<file path="src/rtl/block_scanner.sv">
// block_scanner: raster walker giving in-cell pixel coordinates and board-RAM colour per pixel.
// Define BOARD_BORDER_EN to treat a one-cell wall around the board as inside (grey, no RAM read).
module block_scanner #(
  parameter int CELL_W = 26,
  parameter int CELL_H = 32,
  parameter int COLS   = 10,
  parameter int ROWS   = 15,
  parameter int X0     = 190,
  parameter int Y0     = 0,
  parameter int AW     = 8
) (
  input  logic          clk,
  input  logic          rst_n,
  input  logic          sof,
  input  logic          de,
  output logic [AW-1:0] rd_addr,
  output logic          rd_en,
  input  logic [3:0]    rd_data,
  output logic [5:0]    block_x,
  output logic [5:0]    block_y,
  output logic [11:0]   cell_color,
  output logic          in_board,
  output logic          out_valid
);

`ifdef BOARD_BORDER_EN
  localparam bit BORDER = 1'b1;
`else
  localparam bit BORDER = 1'b0;
`endif

  localparam int XS_I  = BORDER ? X0 - CELL_W : X0;
  localparam int YS_I  = BORDER ? Y0 - CELL_H : Y0;
  localparam int XE_I  = X0 + COLS * CELL_W;
  localparam int YE_I  = Y0 + ROWS * CELL_H;
  localparam int XXE_I = BORDER ? XE_I + CELL_W : XE_I;
  localparam int YYE_I = BORDER ? YE_I + CELL_H : YE_I;
  localparam int XXS_I = (XS_I < 0) ? 0 : XS_I;
  localparam int YYS_I = (YS_I < 0) ? 0 : YS_I;

  localparam logic [10:0] X_LO    = 11'(X0);
  localparam logic [10:0] X_SPAN  = 11'(XE_I - X0);
  localparam logic [10:0] XX_LO   = 11'(XXS_I);
  localparam logic [10:0] XX_SPAN = 11'(XXE_I - XXS_I);
  localparam logic [9:0]  Y_LO    = 10'(Y0);
  localparam logic [9:0]  Y_SPAN  = 10'(YE_I - Y0);
  localparam logic [9:0]  YY_LO   = 10'(YYS_I);
  localparam logic [9:0]  YY_SPAN = 10'(YYE_I - YYS_I);

  // Phase of the cell counters when the wall starts off-screen (negative origin)
  localparam logic [5:0] BX_LD   = 6'((XS_I < 0) ? ((-XS_I) % CELL_W) : 0);
  localparam logic [5:0] BY_LD   = 6'((YS_I < 0) ? ((-YS_I) % CELL_H) : 0);
  localparam logic [5:0] BX_LAST = 6'(CELL_W - 1);
  localparam logic [5:0] BY_LAST = 6'(CELL_H - 1);

  localparam logic [AW-1:0] ONE_A    = AW'(1);
  localparam logic [AW-1:0] COLS_A   = AW'(COLS);
  localparam logic [AW-1:0] LAST_COL = AW'(COLS - 1);
  localparam logic [AW-1:0] LAST_ROW = AW'(ROWS - 1);

  typedef enum logic {ST_DISARMED, ST_ARMED} state_t;

  state_t        r_state, w_state_nxt;
  logic          w_armed, w_pix, w_fall;
  logic          r_de_prev;

  logic [10:0]   r_px, w_px;
  logic [9:0]    r_ln, w_ln, w_ln_nxt;
  logic [5:0]    r_bx, w_bx, w_bx_nxt;
  logic [5:0]    r_by, w_by;
  logic [AW-1:0] r_col, w_col, w_col_nxt;
  logic [AW-1:0] r_row, r_rowbase, w_rowbase, w_addr;
  logic          w_bx_wrap, w_in_x, w_in_y, w_ext_x, w_ext_y;
  logic          w_in_board, w_in_wall;
  logic          w_fy_board, w_fy_ext;

  logic          r_s1_valid, r_s1_board, r_s1_wall;
  logic [5:0]    r_s1_bx, r_s1_by;
  logic          r_s2_valid, r_s2_board, r_s2_wall;
  logic [5:0]    r_s2_bx, r_s2_by;
  logic [11:0]   w_map;

  always_ff @(posedge clk or negedge rst_n) begin
    if (!rst_n) r_state <= ST_DISARMED;
    else        r_state <= w_state_nxt;
  end

  always_comb begin
    w_state_nxt = r_state;
    w_armed     = (r_state == ST_ARMED);
    if (sof) w_state_nxt = ST_ARMED;
    w_pix  = de && (sof || w_armed);
    w_fall = w_armed && !sof && !de && r_de_prev;
  end

  // sof overrides the stored counters so a pixel coinciding with it sits at (0,0)
  always_comb begin
    w_px      = sof ? '0 : r_px;
    w_ln      = sof ? '0 : r_ln;
    w_by      = sof ? BY_LD : r_by;
    w_rowbase = sof ? '0 : r_rowbase;
    w_bx      = (w_px == XX_LO) ? BX_LD : r_bx;
    w_col     = (w_px == X_LO) ? '0 : r_col;
    w_in_x    = (w_px - X_LO) < X_SPAN;
    w_in_y    = (w_ln - Y_LO) < Y_SPAN;
    w_ext_x   = (w_px - XX_LO) < XX_SPAN;
    w_ext_y   = (w_ln - YY_LO) < YY_SPAN;
    w_in_board = w_in_x && w_in_y;
    w_in_wall  = BORDER && w_ext_x && w_ext_y && !w_in_board;
    w_addr     = w_rowbase + w_col;
    w_bx_wrap  = (w_bx == BX_LAST);
    w_bx_nxt   = w_bx_wrap ? '0 : w_bx + 6'd1;
    w_col_nxt  = (w_bx_wrap && w_in_x && (w_col != LAST_COL)) ? w_col + ONE_A : w_col;
    w_ln_nxt   = r_ln + 10'd1;
    w_fy_board = (r_ln - Y_LO) < Y_SPAN;
    w_fy_ext   = (r_ln - YY_LO) < YY_SPAN;
  end

  always_ff @(posedge clk or negedge rst_n) begin
    if (!rst_n) begin
      r_de_prev <= 1'b0;
      r_px      <= '0;
      r_bx      <= '0;
      r_col     <= '0;
    end else begin
      r_de_prev <= de;
      if (w_pix) begin
        r_px  <= w_px + 11'd1;
        r_bx  <= w_bx_nxt;
        r_col <= w_col_nxt;
      end else if (sof || w_fall) begin
        r_px <= '0;
      end
    end
  end

  always_ff @(posedge clk or negedge rst_n) begin
    if (!rst_n) begin
      r_ln      <= '0;
      r_by      <= '0;
      r_row     <= '0;
      r_rowbase <= '0;
    end else if (sof) begin
      r_ln      <= '0;
      r_by      <= BY_LD;
      r_row     <= '0;
      r_rowbase <= '0;
    end else if (w_fall) begin
      r_ln <= w_ln_nxt;
      if ((YY_LO != '0) && (w_ln_nxt == YY_LO)) begin
        r_by <= '0;
      end else if (w_fy_ext) begin
        r_by <= (r_by == BY_LAST) ? '0 : r_by + 6'd1;
      end
      if ((Y_LO != '0) && (w_ln_nxt == Y_LO)) begin
        r_row     <= '0;
        r_rowbase <= '0;
      end else if (w_fy_board && (r_by == BY_LAST) && (r_row != LAST_ROW)) begin
        r_row     <= r_row + ONE_A;
        r_rowbase <= r_rowbase + COLS_A;
      end
    end
  end

  always_ff @(posedge clk or negedge rst_n) begin
    if (!rst_n) begin
      rd_en      <= 1'b0;
      rd_addr    <= '0;
      r_s1_valid <= 1'b0;
      r_s1_board <= 1'b0;
      r_s1_wall  <= 1'b0;
      r_s1_bx    <= '0;
      r_s1_by    <= '0;
      r_s2_valid <= 1'b0;
      r_s2_board <= 1'b0;
      r_s2_wall  <= 1'b0;
      r_s2_bx    <= '0;
      r_s2_by    <= '0;
    end else begin
      rd_en      <= w_pix && w_in_board;
      if (w_pix && w_in_board) rd_addr <= w_addr;
      r_s1_valid <= w_pix;
      r_s1_board <= w_pix && w_in_board;
      r_s1_wall  <= w_pix && w_in_wall;
      r_s1_bx    <= (w_pix && (w_in_board || w_in_wall)) ? w_bx : '0;
      r_s1_by    <= (w_pix && (w_in_board || w_in_wall)) ? w_by : '0;
      r_s2_valid <= r_s1_valid;
      r_s2_board <= r_s1_board;
      r_s2_wall  <= r_s1_wall;
      r_s2_bx    <= r_s1_bx;
      r_s2_by    <= r_s1_by;
    end
  end

  always_comb begin
    w_map = 12'hFFF;
    unique case (rd_data)
      4'd0:    w_map = 12'h000;
      4'd1:    w_map = 12'h0FF;
      4'd2:    w_map = 12'hFF0;
      4'd3:    w_map = 12'hF0F;
      4'd4:    w_map = 12'h0F0;
      4'd5:    w_map = 12'hF00;
      4'd6:    w_map = 12'h00F;
      4'd7:    w_map = 12'hF80;
      default: w_map = 12'hFFF;
    endcase
  end

  always_ff @(posedge clk or negedge rst_n) begin
    if (!rst_n) begin
      out_valid  <= 1'b0;
      in_board   <= 1'b0;
      block_x    <= '0;
      block_y    <= '0;
      cell_color <= '0;
    end else begin
      out_valid  <= r_s2_valid;
      in_board   <= r_s2_board || r_s2_wall;
      block_x    <= r_s2_bx;
      block_y    <= r_s2_by;
      cell_color <= r_s2_board ? w_map : (r_s2_wall ? 12'h888 : 12'h000);
    end
  end

endmodule

</file>
<file path="config.mk">
export PLATFORM = sky130hd
export DESIGN_NAME = block_scanner
export DESIGN_NICKNAME = d
export VERILOG_FILES = /design/src/rtl/block_scanner.sv
export SDC_FILE = /design/constraint.sdc
export NUM_CORES = 1
export LEC_CHECK = 0
export BUFFER_PORTS_ARGS = -buffer_cell sky130_fd_sc_hd__clkbuf_2
export CORE_MARGIN = 8
export CORE_UTILIZATION = 55
export DETAILED_ROUTE_END_ITERATION = 6
export MAX_ROUTING_LAYER = met4
export PLACE_DENSITY = 0.85
export SKIP_LAST_GASP = 1
export SLEW_MARGIN = 20
export SYNTH_ARGS = -nofsm -noshare
export SYNTH_HDL_FRONTEND = slang
export SYNTH_SLANG_ARGS = --single-unit
</file>
<file path="constraint.sdc">
create_clock -name clk -period 7.1 [get_ports clk]
set_input_delay 1.065 -clock clk [delete_from_list [all_inputs] [get_ports clk]]
set_output_delay 1.065 -clock clk [all_outputs]
set_load 0.02 [all_outputs]
</file>
==> summary.md, run 1 <==
| Metric | Value |
|---|---|
| Critical path's largest stage delay | `490 ps` |
| Status | `finished, final reports clean` |
| Net count after synthesis | `541` |
| Worst Path Arrival | `5060 ps` |
| Area Overhead vs Synth | `8.328%` |
| Final Max Slew Viols | `0` |
| Resized Gates After CTS | `0` |
| DRC Markers | `0` |
| Initial core utilization | `0.5575` |
| Area occupied by multi-input gates | `2345 um2` |
| Layout cell share with drive strength beyond 1 | `0.1381` |
| Routed Wire Length | `9814 um` |
| Vias per inst | `5.664` |
| Number of synthesized flops with an enable pin | `0` |
| Pin count of the biggest net entering global routing | `66` |
| Switching power | `0.2934 mW` |
| GR Util met1 | `0.1966` |
| CP Cell Sequence | `clkbuf_2, buf_4, nor2b_1, ha_1, and4_1, nand3_1, nand2_1, ha_1, or4bb_1, nor4_1, nor3_1, and2_0, a32o_1, a21o_1` |
| Remaining Overflow, GRT | `0` |
| Core Region | `9594 um2` |
| Int Pwr | `0.8294 mW` |
| Leading cell types in the layout, fill and taps excluded | `112 x dfrtp_1, 47 x nor2_1, 42 x nand2_1` |
| DPL Wire Length | `6991 um` |
| Vias in the first global route | `3729` |
| Worst vdd ir | `0.1003 mV` |
| CTS tree | `built` |
| Num CTS Buffers | `9` |
| Fin. Hold Viols | `0` |
| Top Usage Layer GRT | `met2` |
| Clk buf depth | `2` |
| Async SR Flop Fraction | `1.000` |
| Critical Path Fanout Max | `47` |
| Hold Crit Class | `flop to flop` |
| FF-to-FF End | `r_col[2]$_DFFE_PN0P_` |
| Slew @ Worst Pin | `894.7 ps` |
| Crit-path slowest cell | `nand3_1` |
| Seq/Total Area, Yosys | `0.5240` |
| # diodes | `0` |
| CP delay by family, top | `simple AND/OR/NAND/NOR gates` |
| Hold-fix buffer count after cts | `0` |
| First-pass GRT wire length | `16880 um` |
| Post-Route Setup TNS | `0 ps` |
| Synth Register Bits | `112` |
| H-tree depth | `3` |
| Gpl congestion | `0.9167` |
| Detail Route Antenna Nets | `0` |
| Clk sinks | `112` |
| FF-to-FF setup slack | `3040 ps` |
| DIE HEIGHT | `114.6 um` |
| Clock skew | `11.70 ps` |
| Max-Cap Viols | `0` |
| Hold depth | `0` |
| Die width | `114.6 um` |
| # port buffers | `42` |
| Required time of the critical path | `7370 ps` |
| Grt met3 use | `0.03639` |
| Mapped cell area | `5349 um2` |
| Gate power share | `0.070` |
| Clock Power Share | `0.329` |
| Skew-Pair Late Insertion Delay | `380 ps` |
| Period utilisation layout | `0.6756` |
| Commonest non-fill, non-tap cell in the layout | `dfrtp_1` |
| DRT iter0 DRCs | `228` |
| Crit-path most repeated cell | `ha_1` |
| CP startpoint kind | `input port` |
| Sequential Area | `2803 um2` |
| Row count | `36` |
| I/O pin count | `43` |
| Core Util, Final | `0.6039` |
| Crit end category | `flop` |
| Sequential power share | `0.601` |
| Routed len/inst | `14.52 um` |
| Syn Inst Count | `512` |
| Sw Share | `0.2613` |
| Mapped Avg Cell Area | `10.45 um2` |
| GR Util All Layers | `0.1624` |
| Fmax | `208.5 MHz` |
| Hold Crit Endpoint | `r_s2_bx[3]$_DFF_PN0_` |
| Crit Path Category | `input port to flop` |
| Cell Pwr Density | `193.8 nW/um2` |
| Initial antenna violation count | `0` |
| Post-CTS Repair Setup Buffers | `0` |
| RSZ-0062 raised after global routing | `no` |
| Drt pass-1 iters | `5` |
| Top_reg_cell synth | `dfrtp_1` |
| Clock-pin transition on the worst setup and hold timing paths | `100 ps` |
| Leakage power figure | `2.746 nW` |
| FF-to-FF Start | `r_px[2]$_DFFE_PN0P_` |
| Fillers | `784` |
| Die area | `13140 um2` |
| Clk root buf | `clkbuf_8` |
| Synth warnings | `0` |
| Worst slew margin | `0.3990` |
| Crit path time final | `4797 ps` |
| Via count | `3829` |
| Synth cell types | `59` |
| HP Start | `r_s1_bx[3]$_DFF_PN0_` |
| Final setup vio count | `0` |
| Buf/Inv on CP | `2` |
| Reg2Reg Depth | `12` |
| Grt met2 use | `0.2579` |
| Nets | `567` |
==> worst reg2reg max path, stage by stage (launching register included) <==
cell,delay [ps]
dfrtp_1,420
nor2b_1,290
ha_1,310
and4_1,290
nand3_1,490
nand2_1,270
ha_1,180
or4bb_1,480
nor4_1,320
nor3_1,120
and2_0,300
a32o_1,300
a21o_1,150
==> worst max-delay path by stage <==
stage,endpoint,slack [ps],start,cells after the start
floorplan,r_col[2]$_DFFE_PN0P_,2680,sof,16
global placement,r_col[2]$_DFFE_PN0P_,2190,sof,14
detailed placement,r_col[2]$_DFFE_PN0P_,1970,sof,14
CTS,r_col[2]$_DFFE_PN0P_,2360,sof,14
global route,r_col[2]$_DFFE_PN0P_,2010,sof,14
finish,r_col[2]$_DFFE_PN0P_,2300,sof,14
==> synthesized netlist by cell type, types with 4 or more instances <==
cell | n | area share
nor3_1 | 7 | 0.0065
o21ai_0 | 20 | 0.019
buf_2 | 4 | 0.0037
nand4_1 | 15 | 0.018
a21oi_1 | 15 | 0.014
nand3_1 | 17 | 0.016
xor2_1 | 20 | 0.033
inv_1 | 13 | 0.0091
and3_1 | 11 | 0.013
and2_1 | 17 | 0.020
o21a_1 | 6 | 0.0084
o22ai_1 | 4 | 0.0047
nor4_1 | 6 | 0.0070
nor2_1 | 47 | 0.033
o31ai_1 | 4 | 0.0056
nand2b_1 | 4 | 0.0047
buf_4 | 9 | 0.013
xnor2_1 | 14 | 0.023
mux2_2 | 8 | 0.017
a21o_1 | 4 | 0.0056
dfrtp_1 | 112 | 0.52
nor2b_1 | 16 | 0.019
a31oi_1 | 4 | 0.0047
clkbuf_1 | 14 | 0.0098
a41oi_1 | 4 | 0.0065
nand2_1 | 42 | 0.029
ha_1 | 20 | 0.047
==> power by group through the flow <==
stage	clock [mW]	sequential, mW	combinational, mW
CTS	0.380	0.674	0.0795
global placement	0	0.685	0.0743
finish	0.369	0.675	0.0788
global route	0.411	0.677	0.0908
detailed placement	0	0.687	0.0788
floorplan	0	0.681	0.0511
==> area by class of cell <==
class | count | share of cell area
Clock buffer | 10 | 0.02375
Tap cell | 133 | 0.02872
Multi-Input combinational cell | 357 | 0.4047
Clock inverter | 6 | 0.01015
Sequential cell | 112 | 0.4837
Timing Repair Buffer | 45 | 0.04060
Inverter | 13 | 0.008422
==> metrics by stage <==
step                cell area (um2)  power [mW]  hold slack, ps  instances  worst slack (ps)
floorplan                      5349      0.7325           331.2        512              2675
global placement               5598      0.7598           331.6        660              2194
detailed placement             5598      0.7661           334.7        660              1972
CTS                            5794       1.134           354.4        676              2357
global route                   5794       1.179           362.7        676              2010
finish                         5794       1.123           354.5        676              2303
==> state kept, by name (all words and copies together) (netlist names), 4 cells and up <==
name        count
block_x         6
block_y         6
cell_color      4
r_bx            6
r_by            6
r_col           8
r_ln           10
r_px           11
r_row           8
r_rowbase       7
r_s1_bx         6
r_s1_by         6
r_s2_bx         6
r_s2_by         6
rd_addr         8
==> metal layers <==
layer  vias to the layer above  wire, um
li1                       1848         -
met1                      1833      4244
met2                       126      4652
met3                        22       717
met4                         0       200
met5                         -         0
==> cells by family (layout without fill, tap and decap cells) <==
logic type,count (synthesis),in the layout,share of synthesized area
AOI/OAI and AO/OA,82,82,0.1018
muxes,11,11,0.02246
buffers and inverters,43,74,0.03766
xor gates and xnor gates,34,34,0.05567
and+or+nand+nor,208,208,0.2073
other,1,1,0.0007011
DFF,112,112,0.5240
adders and majority gates,21,21,0.05053
(Power assumes the default switching activity.)
==> inputs of run 2 (changes only) <==
Clock period 7.1 ns to 4.8 ns, I/O delays scaled along.
==> summary.md, run 2 (synthesis results as in run 1) <==
| Metric | Value |
|---|---|
| Clock-pin transition on the worst setup and hold timing paths | `110 ps` |
| First-pass GRT wire length | `17530 um` |
| Vias per inst | `5.679` |
| Routed len/inst | `14.97 um` |
| Gpl congestion | `0.8693` |
| Placed cell area | `5628 um2` |
| RSZ-0062 raised after global routing | `no` |
| Crit-path slowest cell | `or4bb_1` |
| Critical path's largest stage delay | `480 ps` |
| Commonest non-fill, non-tap cell in the layout | `dfrtp_1` |
| Max reg flops | `11` |
| Critical Path Fanout Max | `14` |
| Top flop regs | `r_px (11), r_ln (10)` |
| CTS tree | `built` |
| Fin. Hold Viols | `0` |
| HP Start | `r_s1_bx[1]$_DFF_PN0_` |
| DPL Wire Length | `7221 um` |
| Final Max Slew Viols | `0` |
| Row count | `36` |
| # diodes | `0` |
| Fmax | `265.0 MHz` |
| Critical path startpoint | `r_px[2]$_DFFE_PN0P_` |
| Routed Wire Length | `10180 um` |
| Clk buf depth | `2` |
| Crit-path most repeated cell | `ha_1` |
| Post-CTS Repair Setup Buffers | `0` |
| FF-to-FF Start | `r_px[2]$_DFFE_PN0P_` |
| Resized Gates After CTS | `0` |
| Worst slew margin | `0.4389` |
| Core Region | `9594 um2` |
| Design Area, Final | `5822 um2` |
| Remaining Overflow, GRT | `0` |
| Max-Cap Viols | `0` |
| Detail Route Antenna Nets | `0` |
| # port buffers | `42` |
| Num CTS Buffers | `9` |
| Final setup vio count | `0` |
| Clock skew | `14.02 ps` |
| Leading cell types in the layout, fill and taps excluded | `112 x dfrtp_1, 47 x nor2_1, 42 x nand2_1` |
| Worst Path Arrival | `4060 ps` |
| Hold depth | `0` |
| Initial antenna violation count | `0` |
| Top reg by flops | `r_px` |
| Total power | `1.653 mW` |
| GR Util All Layers | `0.1701` |
| Post-Route Setup TNS | `0 ps` |
| FF-to-FF setup slack | `1030 ps` |
| Hold Crit Endpoint | `r_s2_bx[1]$_DFF_PN0_` |
| Pin count of the biggest net entering global routing | `86` |
| Drt pass-1 iters | `5` |
| Cell Pwr Density | `284.0 nW/um2` |
| DRC Markers | `0` |
| Layout cell share with drive strength beyond 1 | `0.1426` |
| Leakage power figure | `2.763 nW` |
| Crit end category | `flop` |
| Slew @ Worst Pin | `835.3 ps` |
| I/O pin count | `43` |
| Required time of the critical path | `5080 ps` |
| Die width | `114.6 um` |
| DIE HEIGHT | `114.6 um` |
| Clk root buf | `clkbuf_8` |
| Hold-fix buffer count after cts | `0` |
| CP Cell Sequence | `nor2b_1, ha_1, and4_1, nand3_1, nand2_1, ha_1, or4bb_1, nor4_1, nor3_1, and2_0, a32o_1, a21o_1` |
| DRT iter0 DRCs | `397` |
| H-tree depth | `3` |
| Area Overhead vs Synth | `8.842%` |
| Skew-Pair Late Insertion Delay | `380 ps` |
| Via count | `3862` |
| Crit Path Category | `flop to flop` |
| Status | `finished, final reports clean` |
| CP startpoint kind | `flop` |
| Die area | `13140 um2` |
| Vias in the first global route | `3741` |
| Nets | `571` |
| Worst vdd ir | `0.1494 mV` |
| Clk sinks | `112` |
| Crit path time final | `3774 ps` |
| Period utilisation layout | `0.7862` |
| FF-to-FF End | `r_col[2]$_DFFE_PN0P_` |
| Hold Crit Class | `flop to flop` |
| Initial core utilization | `0.5575` |
| Reg2Reg Depth | `12` |
-- run 2: worst max-delay path: cells and delay by family, from the launching register on --
kind | cells | cell delay [ps]
flops | 1 | 410
fa+ha+maj | 2 | 480
simple gates | 8 | 2320
compound gates | 2 | 440
-- run 2: worst max-delay path by stage --
stage | end | slack [ps] | depth (start not counted)
floorplan | r_col[2]$_DFFE_PN0P_ | 720 | 16
global placement | r_col[2]$_DFFE_PN0P_ | 880 | 13
detailed placement | r_col[2]$_DFFE_PN0P_ | 710 | 13
CTS | r_col[2]$_DFFE_PN0P_ | 1080 | 12
global route | r_col[4]$_DFFE_PN0P_ | 660 | 11
finish | r_col[2]$_DFFE_PN0P_ | 1030 | 12
-- run 2: stage by stage --
stage / setup WS, ps / utilization / hold slack, ps / cells
finish: 1026 / 0.6068 / 353.8 / 680
global route: 663.5 / 0.6068 / 365.0 / 680
CTS: 1080 / 0.6064 / 358.3 / 680
detailed placement: 705.6 / 0.5866 / 334.7 / 664
global placement: 882.2 / 0.5866 / 331.7 / 664
floorplan: 720.4 / - / 331.2 / 512
-- run 2: area by class of cell --
class / instances / area, um2
clock inverters: 6 / 62.56
flip-flops and latches: 112 / 2803
inverters: 13 / 48.80
fillers: 764 / 3772
repair buffers: 49 / 269.0
well taps: 133 / 166.4
clock buffers: 10 / 127.6
multi-input cells: 357 / 2345
-- run 2: report_power, final --
part | total [mW] | switching, mW | internal [mW] | leakage, nW
sequential | 0.998 | 0.0298 | 0.969 | 1.53
clock | 0.537 | 0.334 | 0.203 | 0.0961
combinational | 0.118 | 0.0755 | 0.0429 | 1.14
-- run 2: routing by layer --
layer  vias up  global-route usage  share of wire
met1      1864              0.2106           0.43
met3        13             0.02743          0.070
met4         0             0.08607          0.021
li1       1854                   -              -
met2       131              0.2658           0.48
met5         -                   -              0
==> inputs of run 3 (changes only) <==
Settings changed: CORE_UTILIZATION 55 to 54, PLACE_DENSITY 0.85 to 0.87.
Clock period 4.8 ns to 3.07 ns, I/O delays scaled along.
==> summary.md, run 3 (synthesis results as in run 1) <==
| Metric | Value |
|---|---|
| Status | `finished, final reports clean` |
| CTS tree | `built` |
| Slew @ Worst Pin | `655.1 ps` |
| Reg2Reg Depth | `12` |
| Initial antenna violation count | `0` |
| Die width | `115.5 um` |
| Worst vdd ir | `0.2485 mV` |
| # diodes | `0` |
| Max reg flops | `11` |
| Leakage power figure | `2.870 nW` |
| Routed Wire Length | `11330 um` |
| Vias in the first global route | `4024` |
| Crit path time final | `2900 ps` |
| Clk buf depth | `2` |
| Die area | `13350 um2` |
| Final Max Slew Viols | `0` |
| Via count | `3973` |
| Clk root buf | `clkbuf_8` |
| Vias per inst | `5.692` |
| Detail Route Antenna Nets | `0` |
| FF-to-FF End | `r_col[7]$_DFFE_PN0P_` |
| Fillers | `696` |
| DIE HEIGHT | `115.5 um` |
| Hold-fix buffer count after cts | `0` |
| Post-Route Setup TNS | `0 ps` |
| Remaining Overflow, GRT | `0` |
| DRT iter0 DRCs | `375` |
| Pin count of the biggest net entering global routing | `62` |
| Finished Layout Cells | `698` |
| CP startpoint kind | `flop` |
| Worst Path Arrival | `3210 ps` |
| H-tree depth | `3` |
| DPL Wire Length | `7671 um` |
| Required time of the critical path | `3380 ps` |
| Area Overhead vs Synth | `14.13%` |
| Num CTS Buffers | `9` |
| Final setup vio count | `0` |
| Commonest non-fill, non-tap cell in the layout | `dfrtp_1` |
| Max-Cap Viols | `0` |
| Clock skew | `14.93 ps` |
| Fin. Hold Viols | `0` |
| Leading cell types in the layout, fill and taps excluded | `112 x dfrtp_1, 47 x nor2_1, 41 x clkbuf_2` |
| DP Cell Count | `680` |
| Critical Path Fanout Max | `10` |
| Row count | `36` |
| GR Util All Layers | `0.1807` |
| Fmax | `344.8 MHz` |
| Hold Crit Class | `input port to asynchronous set/reset pin` |
| Cell Pwr Density | `433.8 nW/um2` |
| Skew-Pair Late Insertion Delay | `380 ps` |
| Crit end category | `flop` |
| Clk sinks | `112` |
| Period utilisation layout | `0.9447` |
| Nets | `589` |
| Drt pass-1 iters | `5` |
| Layout cell share with drive strength beyond 1 | `0.2000` |
| # port buffers | `42` |
| FF-to-FF Start | `r_px[1]$_DFFE_PN0P_` |
| FF-to-FF setup slack | `170 ps` |
| Initial core utilization | `0.5523` |
| Clock-pin transition on the worst setup and hold timing paths | `110 ps` |
| Crit Path Category | `flop to flop` |
| Top flop regs | `r_px (11), r_ln (10)` |
| Routed len/inst | `16.24 um` |
| DRC Markers | `0` |
| Total power | `2.648 mW` |
| Worst slew margin | `0.5633` |
| First-pass GRT wire length | `18840 um` |
| Top reg by flops | `r_px` |
| Gpl congestion | `0.8874` |
| I/O pin count | `43` |
| Core Region | `9684 um2` |
==> run 3: layout make-up <==
| cell class | instances | area (um2) | area share |
|---|---|---|---|
| clock buffers | 9 | 123.9 | 0.02029 |
| clock inverters | 7 | 83.83 | 0.01373 |
| inverters | 13 | 48.80 | 0.007993 |
| multi-input cells | 357 | 2454 | 0.4019 |
| flip-flops and latches | 112 | 2803 | 0.4591 |
| well taps | 133 | 166.4 | 0.02726 |
| repair buffers | 67 | 425.4 | 0.06969 |
==> run 3: timing repair <==
action / in CTS / in global routing
setup endpoints to repair: 1 / 8
pin swaps: 0 / 1
setup buffers: 0 / 2
gates resized for setup: 1 / 10
==> run 3: worst max-delay path by stage <==
| stage | from | endpoint | slack, ps |
|---|---|---|---|
| finish | r_px[1]$_DFFE_PN0P_ | r_col[7]$_DFFE_PN0P_ | 170 |
| global route | r_px[1]$_DFFE_PN0P_ | r_col[4]$_DFFE_PN0P_ | -4 |
| CTS | r_px[2]$_DFFE_PN0P_ | r_col[4]$_DFFE_PN0P_ | 60 |
| detailed placement | sof | r_col[2]$_DFFE_PN0P_ | -120 |
| global placement | sof | r_col[2]$_DFFE_PN0P_ | 6 |
| floorplan | sof | r_col[2]$_DFFE_PN0P_ | -210 |
==> run 3: routing by layer <==
layer  GRT usage  vias to the layer above  routed length (um)
met3     0.03387                       28                 816
met5           -                        -                   0
li1            -                     1891                   -
met1      0.2092                     1908                4671
met2      0.2965                      146                5498
met4     0.09019                        0                 347
==> run 3: critical path, stage by stage, from the launching register on <==
cell	delay [ps]
dfrtp_1	410
nor2b_4	150
ha_4	160
and4_4	150
nand3_4	80
buf_4	150
and2_1	150
ha_1	160
or4b_4	500
nor4_4	200
o2111ai_2	170
or4_1	440
nand3_1	110
==> run 3: stage by stage <==
step / hold WS, ps / utilization / worst slack, ps / area, um2
after floorplan: 164.9 / - / -212.1 / 5449
after global placement: 332.1 / 0.6019 / 5.877 / 5829
after detailed placement: 334.7 / 0.6019 / -119.2 / 5829
after CTS: 99.07 / 0.6234 / 55.35 / 6037
after global routing: 136.2 / 0.6304 / -4.151 / 6105
final: 95.60 / 0.6304 / 169.9 / 6105
==> run 3: power breakdown <==
| part | internal [mW] | leakage, nW | switching [mW] |
|---|---|---|---|
| Sequential | 1.51 | 1.53 | 0.0458 |
| Combinational | 0.0776 | 1.24 | 0.125 |
| Clock | 0.385 | 0.0982 | 0.501 |
